$ cat src/rtl/icc_branch_unit.sv
// SPARC icc holder, Bicc evaluator and delay-slot/annul sequencer with one-cycle PC redirect.
// Optional macro CC_BYPASS_EN: evaluate branches against forwarded flags instead of stalling.
module icc_branch_unit #(
  parameter int unsigned ADDR_W    = 32,
  parameter logic [3:0]  RESET_ICC = 4'b0000
) (
  input  logic              clk,
  input  logic              reset,
  input  logic              cc_we,
  input  logic              n_in,
  input  logic              z_in,
  input  logic              v_in,
  input  logic              c_in,
  input  logic              icc_wr_en,
  input  logic [3:0]        icc_wr_data,
  input  logic              br_valid,
  input  logic [3:0]        br_cond,
  input  logic              br_annul,
  input  logic [ADDR_W-1:0] br_target,
  output logic              br_ready,
  input  logic              slot_issue,
  input  logic              flush,
  output logic              annul_slot,
  output logic              redirect_valid,
  output logic [ADDR_W-1:0] redirect_pc,
  output logic [3:0]        icc,
  output logic              carry_out
);

  typedef enum logic [1:0] {IDLE, SLOT, REDIRECT} state_t;

  state_t              r_state;
  state_t              w_next;
  logic [3:0]          r_icc;
  logic [3:0]          w_icc_next;
  logic [3:0]          w_eval;
  logic                w_cc_stall;
  logic                w_cond_raw;
  logic                w_taken;
  logic                w_annul;
  logic                w_accept;
  logic                r_taken;
  logic                r_annul;
  logic [ADDR_W-1:0]   r_target;

  always_comb begin
    w_icc_next = r_icc;
    if (icc_wr_en)  w_icc_next = icc_wr_data;
    else if (cc_we) w_icc_next = {n_in, z_in, v_in, c_in};
  end

`ifdef CC_BYPASS_EN
  assign w_eval     = w_icc_next;
  assign w_cc_stall = 1'b0;
`else
  assign w_eval     = r_icc;
  assign w_cc_stall = cc_we | icc_wr_en;
`endif

  // w_eval = {N,Z,V,C}; cond[3] inverts the base test selected by cond[2:0]
  always_comb begin
    w_cond_raw = 1'b0;
    unique case (br_cond[2:0])
      3'b000: w_cond_raw = 1'b0;
      3'b001: w_cond_raw = w_eval[2];
      3'b010: w_cond_raw = w_eval[2] | (w_eval[3] ^ w_eval[1]);
      3'b011: w_cond_raw = w_eval[3] ^ w_eval[1];
      3'b100: w_cond_raw = w_eval[0] | w_eval[2];
      3'b101: w_cond_raw = w_eval[0];
      3'b110: w_cond_raw = w_eval[3];
      3'b111: w_cond_raw = w_eval[1];
      default: w_cond_raw = 1'b0;
    endcase
  end

  assign w_taken = br_cond[3] ^ w_cond_raw;
  assign w_annul = br_annul & (~w_taken | (br_cond == 4'b1000));

  always_comb begin
    w_next         = r_state;
    w_accept       = 1'b0;
    br_ready       = 1'b0;
    annul_slot     = 1'b0;
    redirect_valid = 1'b0;
    redirect_pc    = '0;
    unique case (r_state)
      IDLE: begin
        br_ready = ~w_cc_stall;
        if (br_valid && !w_cc_stall) begin
          w_accept = 1'b1;
          w_next   = SLOT;
        end
      end
      SLOT: begin
        annul_slot = r_annul;
        if (slot_issue) w_next = r_taken ? REDIRECT : IDLE;
      end
      REDIRECT: begin
        redirect_valid = 1'b1;
        redirect_pc    = r_target;
        w_next         = IDLE;
      end
      default: w_next = IDLE;
    endcase
    // flush overrides the transition only; a REDIRECT pulse already on the outputs stays
    if (flush) w_next = IDLE;
  end

  always_ff @(posedge clk or posedge reset) begin
    if (reset) begin
      r_state  <= IDLE;
      r_icc    <= RESET_ICC;
      r_taken  <= 1'b0;
      r_annul  <= 1'b0;
      r_target <= '0;
    end else begin
      r_state <= w_next;
      r_icc   <= w_icc_next;
      if (flush) begin
        r_taken  <= 1'b0;
        r_annul  <= 1'b0;
        r_target <= '0;
      end else if (w_accept) begin
        r_taken  <= w_taken;
        r_annul  <= w_annul;
        r_target <= br_target;
      end
    end
  end

  assign icc       = r_icc;
  assign carry_out = r_icc[0];

endmodule
$ cat config.mk
export PLATFORM = sky130hd
export DESIGN_NAME = icc_branch_unit
export DESIGN_NICKNAME = d
export VERILOG_FILES = /design/src/rtl/icc_branch_unit.sv
export SDC_FILE = /design/constraint.sdc
export NUM_CORES = 1
export LEC_CHECK = 0
export ABC_AREA = 1
export BUFFER_PORTS_ARGS = -buffer_cell sky130_fd_sc_hd__buf_4
export CORE_MARGIN = 1
export CORE_UTILIZATION = 51
export DETAILED_ROUTE_END_ITERATION = 10
export GPL_TIMING_DRIVEN = 0
export PLACE_DENSITY = 0.86
export SYNTH_ARGS = -nofsm -noshare
export SYNTH_HDL_FRONTEND = slang
export SYNTH_SLANG_ARGS = --single-unit
$ cat constraint.sdc
create_clock -name clk -period 2.85 [get_ports clk]
set_clock_uncertainty 0.2 [all_clocks]
set_input_delay 0.285 -clock clk [delete_from_list [all_inputs] [get_ports clk]]
set_output_delay 0.285 -clock clk [all_outputs]
set_load 0.02 [all_outputs]
# --- After elaboration in Yosys (flattened, before gate mapping) ---
# Cells that the tools add are included.
op_classes:
  n_eq_ne: 12
  n_mux: 20
  bitwise_logic: 9
  n_reduce_logical: 7
ops:
  columns: ["cell", "n"]
  rows:
  - ["32-bit 2-to-1 mux", 3]
  - ["3-bit == test, second input constant", 4]
  - ["1-bit 2-to-1 mux", 9]
  - ["2-bit 2-to-1 mux", 4]
  - ["4-bit 2-to-1 mux", 2]
  - ["1-bit case mux with 8 select lines", 1]
  - ["3-bit by 2-bit == test with 1-bit output, second input constant", 2]
  - ["3-bit inequality test, second input constant", 2]
  - ["4-bit == test, second input constant", 1]
  - ["1-bit OR", 4]
  - ["2-bit case mux with 2 select lines", 1]
  - ["2-bit nonzero test", 2]
  - ["3-bit by 1-bit == test with 1-bit output, second input constant", 1]
  - ["3-bit logical NOT", 1]
  - ["2-bit by 1-bit == test with 1-bit output, second input constant", 1]
  - ["2-bit == test, second input constant", 1]
  - ["2-bit logical NOT", 1]
  - ["1-bit NOT", 2]
  - ["2-bit AND reduction", 1]
  - ["1-bit XOR", 2]
  - ["1-bit AND", 1]
  - ["1-bit logical AND", 1]
  - ["1-bit logical NOT", 1]
totals:
  register_bits: 40
  input_bits: 52
  output_inout_bits: 40
  wordCells: 53

# --- Depth between registers and ports, before layout ---
logic_depth:
  ltp_word: 9
  ltp_mapped: 11
  depth_no_buf: 11

# --- Least setup slack after synthesis ---
# OpenSTA, ideal clock, no wires.
synth_timing:
  kind: "reg2out"
  from: "reg r_state[0]"
  to: "out redirect_pc[21]"
  t_arrival_ps: 1064
  required_time_ps: 2365
  slack_ps: 1301
  stages_incl_launch_ff: 5
  n_path_buf: 1
  path_cell_list: "dfrtp_1 inv_1 nand2_1 clkbuf_1 nor2_1"
synth_between:
  elab_chain_cells: 2
synth_rtl:
  columns: ["element", "line", "rtl"]
  rows:
  - ["from (decl)", "32", "state_t r_state;"]
  - ["from (signal assigned)", "117", "r_state <= w_next;"]
  - ["2-bit == test", "86", "unique case (r_state)"]
  - ["32-bit 2-to-1 mux", "86", null]
  - ["to (decl)", "25", "output logic [ADDR_W-1:0] redirect_pc,"]
# Every way passes these cells.

# --- Worst setup path after layout ---
layout_timing:
  from: "reg r_state[1]"
  to: "out redirect_pc[18]"
# Same word-level chain as after synthesis.

==> run metrics <==
class of the tightest hold or removal check=input port to flip-flop; Remaining DRCs=0; count of placed standard cells including taps=392; Setup Crit Path Kind=flip-flop to output pin; maximum capacitance violations=0; count of pins over their slew limit=0; logic gate share of total power=17.9%; measured slew at the worst slew-check pin=0.815 ns; via count of the first global-routing pass=1935; count of fill cells added during filler insertion=241; sequential share of power=49.4%; count of routing violations after the opening detailed-route iteration=70; Die Span X=65.6 um; clock insertion delay at the later pin of the skew report=0.29 ns; switching share of power=26.3%; Pre-antenna DRT Iters=4; Synth Cell Area=2070 um^2; post-cts repair resize count=0; total detailed-routing wirelength=5.33 mm; number of antenna violations at the first check in global routing=0; n_diodes=0; power density relative to cell area=387 nW/um^2; IR Drop Worst-Case VDD=322 uV; largest net degree at the start of global routing=41; Worst-path clk slew=0.08 ns; TritonCTS clock tree=built; most common cell after layout, fill and taps aside=sky130_fd_sc_hd__buf_4; final estimated routing congestion in global placement=0.794; number of nets with antenna violations after routing=0; num rows=22; warning count from the yosys run=0; die area=4310 um^2; library cells used by synthesis=19; Data arrival, critical path=1.66 ns; HPWL after detailed placement=3.48 mm; cell at the root of the clock tree=sky130_fd_sc_hd__clkbuf_8; Static Leakage=1.56 nW; via/cell ratio=4.84; die height=65.6 um; Hold-fix buffers, CTS=22; endpoint kind of the worst setup timing path=output pin; number of buffers inserted to repair setup after CTS=0; type of element launching the critical path=flip-flop; total number of vias=2047; count of input and output buffers=91; most area-hungry cell type in the Yosys netlist=sky130_fd_sc_hd__dfrtp_1; share of cells above drive strength 1=37.9%; Most used DFF post-synth=sky130_fd_sc_hd__dfrtp_1; clock network fraction of design power=32.7%; post-synthesis to final-layout area growth=51.8%; fraction of synthesized cell area taken by the top area cell type=48.5%; maximum clock insertion buffer count=2; top fanout value on the critical path=10; total of endpoints with negative setup slack in the final report=0; Post-Layout Cell Count=423; total CTS buffers=5; Multi-input gate area=813 um^2; RSZ-0062 raised after global routing=false; global routing usage summed across all routing layers=26.9%; number of flops mapped to enable cells by yosys=0; maximum clock rate=467 MHz; number of sinks handled by clock tree synthesis=40; number of levels in the clock H-tree=2; final number of hold-violating endpoints=0; biggest area contributors in the synthesized netlist=sky130_fd_sc_hd__dfrtp_1, sky130_fd_sc_hd__o21ai_2, sky130_fd_sc_hd__nand2_1; leftover overflow at the end of global routing=0; Final min period=2.14 ns; average cell area after synthesis=8.16 um^2; NetSw=0.000319 W; Post-Synthesis Net Count=305; starting utilization of the core area=54.8%; total of flip-flops plus latches after synthesis=40; Req. time, crit path=2.37 ns; total internal power=0.000894 W; most frequent cells in the layout=sky130_fd_sc_hd__buf_4, sky130_fd_sc_hd__nand2_1, sky130_fd_sc_hd__inv_1; instance count of the mapped netlist=253; run status=finished clean; period utilisation layout=75.1%; FF+latch area=1000 um^2; sequential element share of the synthesized area=48.5%; core area=3770 um^2; per-cell routed wire length=12.6 um; Synth async-reset ratio=100%; number of nets in the final layout=426; first-pass GRT wire length=8.51 mm; worst slew margin relative to its limit=45.6%; number of ports placed on the die boundary=92; sum of negative setup slack=0 ns
==> layout make-up <==
type                       count  share of cell area (%)
buffer                        10                    2.51
clock buffer                   6                    2.63
clock inverter                 2                   0.479
inverter                      46                    5.50
multi-input combinational    157                    25.9
sequential                    40                    31.9
tap                           48                    1.91
timing repair buffer         114                    29.1
==> synthesized netlist by cell type (all sizes together) (2+ instances only) <==
cell    instances
dfrtp          40
o21ai          34
nand2          62
nand3          13
clkbuf          3
nor3            2
a21oi           2
o211ai          2
nor2           39
inv            46
buf             7
==> worst max-delay path: stages, from the launching register on <==
cell	delay (ns)
sky130_fd_sc_hd__dfrtp_1	0.43
sky130_fd_sc_hd__nand2_1	0.23
sky130_fd_sc_hd__clkbuf_1	0.40
sky130_fd_sc_hd__nor2_1	0.11
sky130_fd_sc_hd__buf_4	0.18
==> routing by layer <==
layer	part of all wire [%]	global-route usage, %	vias up
met5	0	0	-
met4	1.1	7.88	0
met3	5.7	7.29	8
met2	53	48.6	71
met1	40	30.5	956
li1	-	-	1012
==> cell families (layout without fill, tap and decap cells) <==
kind of cell	after synthesis	count (layout)	share of synthesized area, %
and+or+nand+nor	119	119	24.5
DFF	40	40	48.5
buffers and inverters	56	178	12.2
AOI/OAI and AO/OA	38	38	14.9
==> path summary, 6_finish.rpt <==
| path | end | from | cells after the start | slack [ns] |
|---|---|---|---|---|
| setup / recovery | redirect_pc[18] | r_state[1] | 4 | 0.71 |
| hold / removal | icc[2] | icc_wr_data[2] | 3 | 0.005 |
| setup reg to reg | r_target[9] | r_state[1] | 6 | 1.27 |
| hold reg to reg | r_annul | r_annul | 2 | 0.30 |
| max in group asynchronous | r_target[27] | reset | 3 | 1.41 |
| min in group asynchronous | r_target[3] | reset | 3 | 0.53 |
==> sequential cells by signal (all words and copies together) (netlist names) <==
register / count
r_annul: 1
r_taken: 1
r_state: 2
r_target: 32
icc: 4
==> power by group through the flow <==
stage / registers, W / logic [W] / clock network (W)
floorplan: 0.000615 / 0.0000949 / 0
global placement: 0.000610 / 0.000185 / 0
detailed placement: 0.000610 / 0.000189 / 0
CTS: 0.000599 / 0.000214 / 0.000402
global route: 0.000602 / 0.000238 / 0.000426
finish: 0.000599 / 0.000218 / 0.000396
==> through the flow <==
step / power, W / utilization [%] / setup slack, ns / area [um^2] / hold slack (ns)
2_1_floorplan: 0.000710 / - / 1.30 / 2070 / 0.206
3_3_place_gp: 0.000795 / 74.5 / 0.930 / 2810 / 0.263
3_5_place_dp: 0.000800 / 74.5 / 1.04 / 2810 / 0.278
4_1_cts: 0.00122 / 82.9 / 0.736 / 3130 / 0.000981
5_1_grt: 0.00127 / 83.2 / 0.553 / 3140 / 0.00178
6_report: 0.00121 / 83.2 / 0.710 / 3140 / 0.00451
Note: power is estimated with default switching activity, not from simulation.
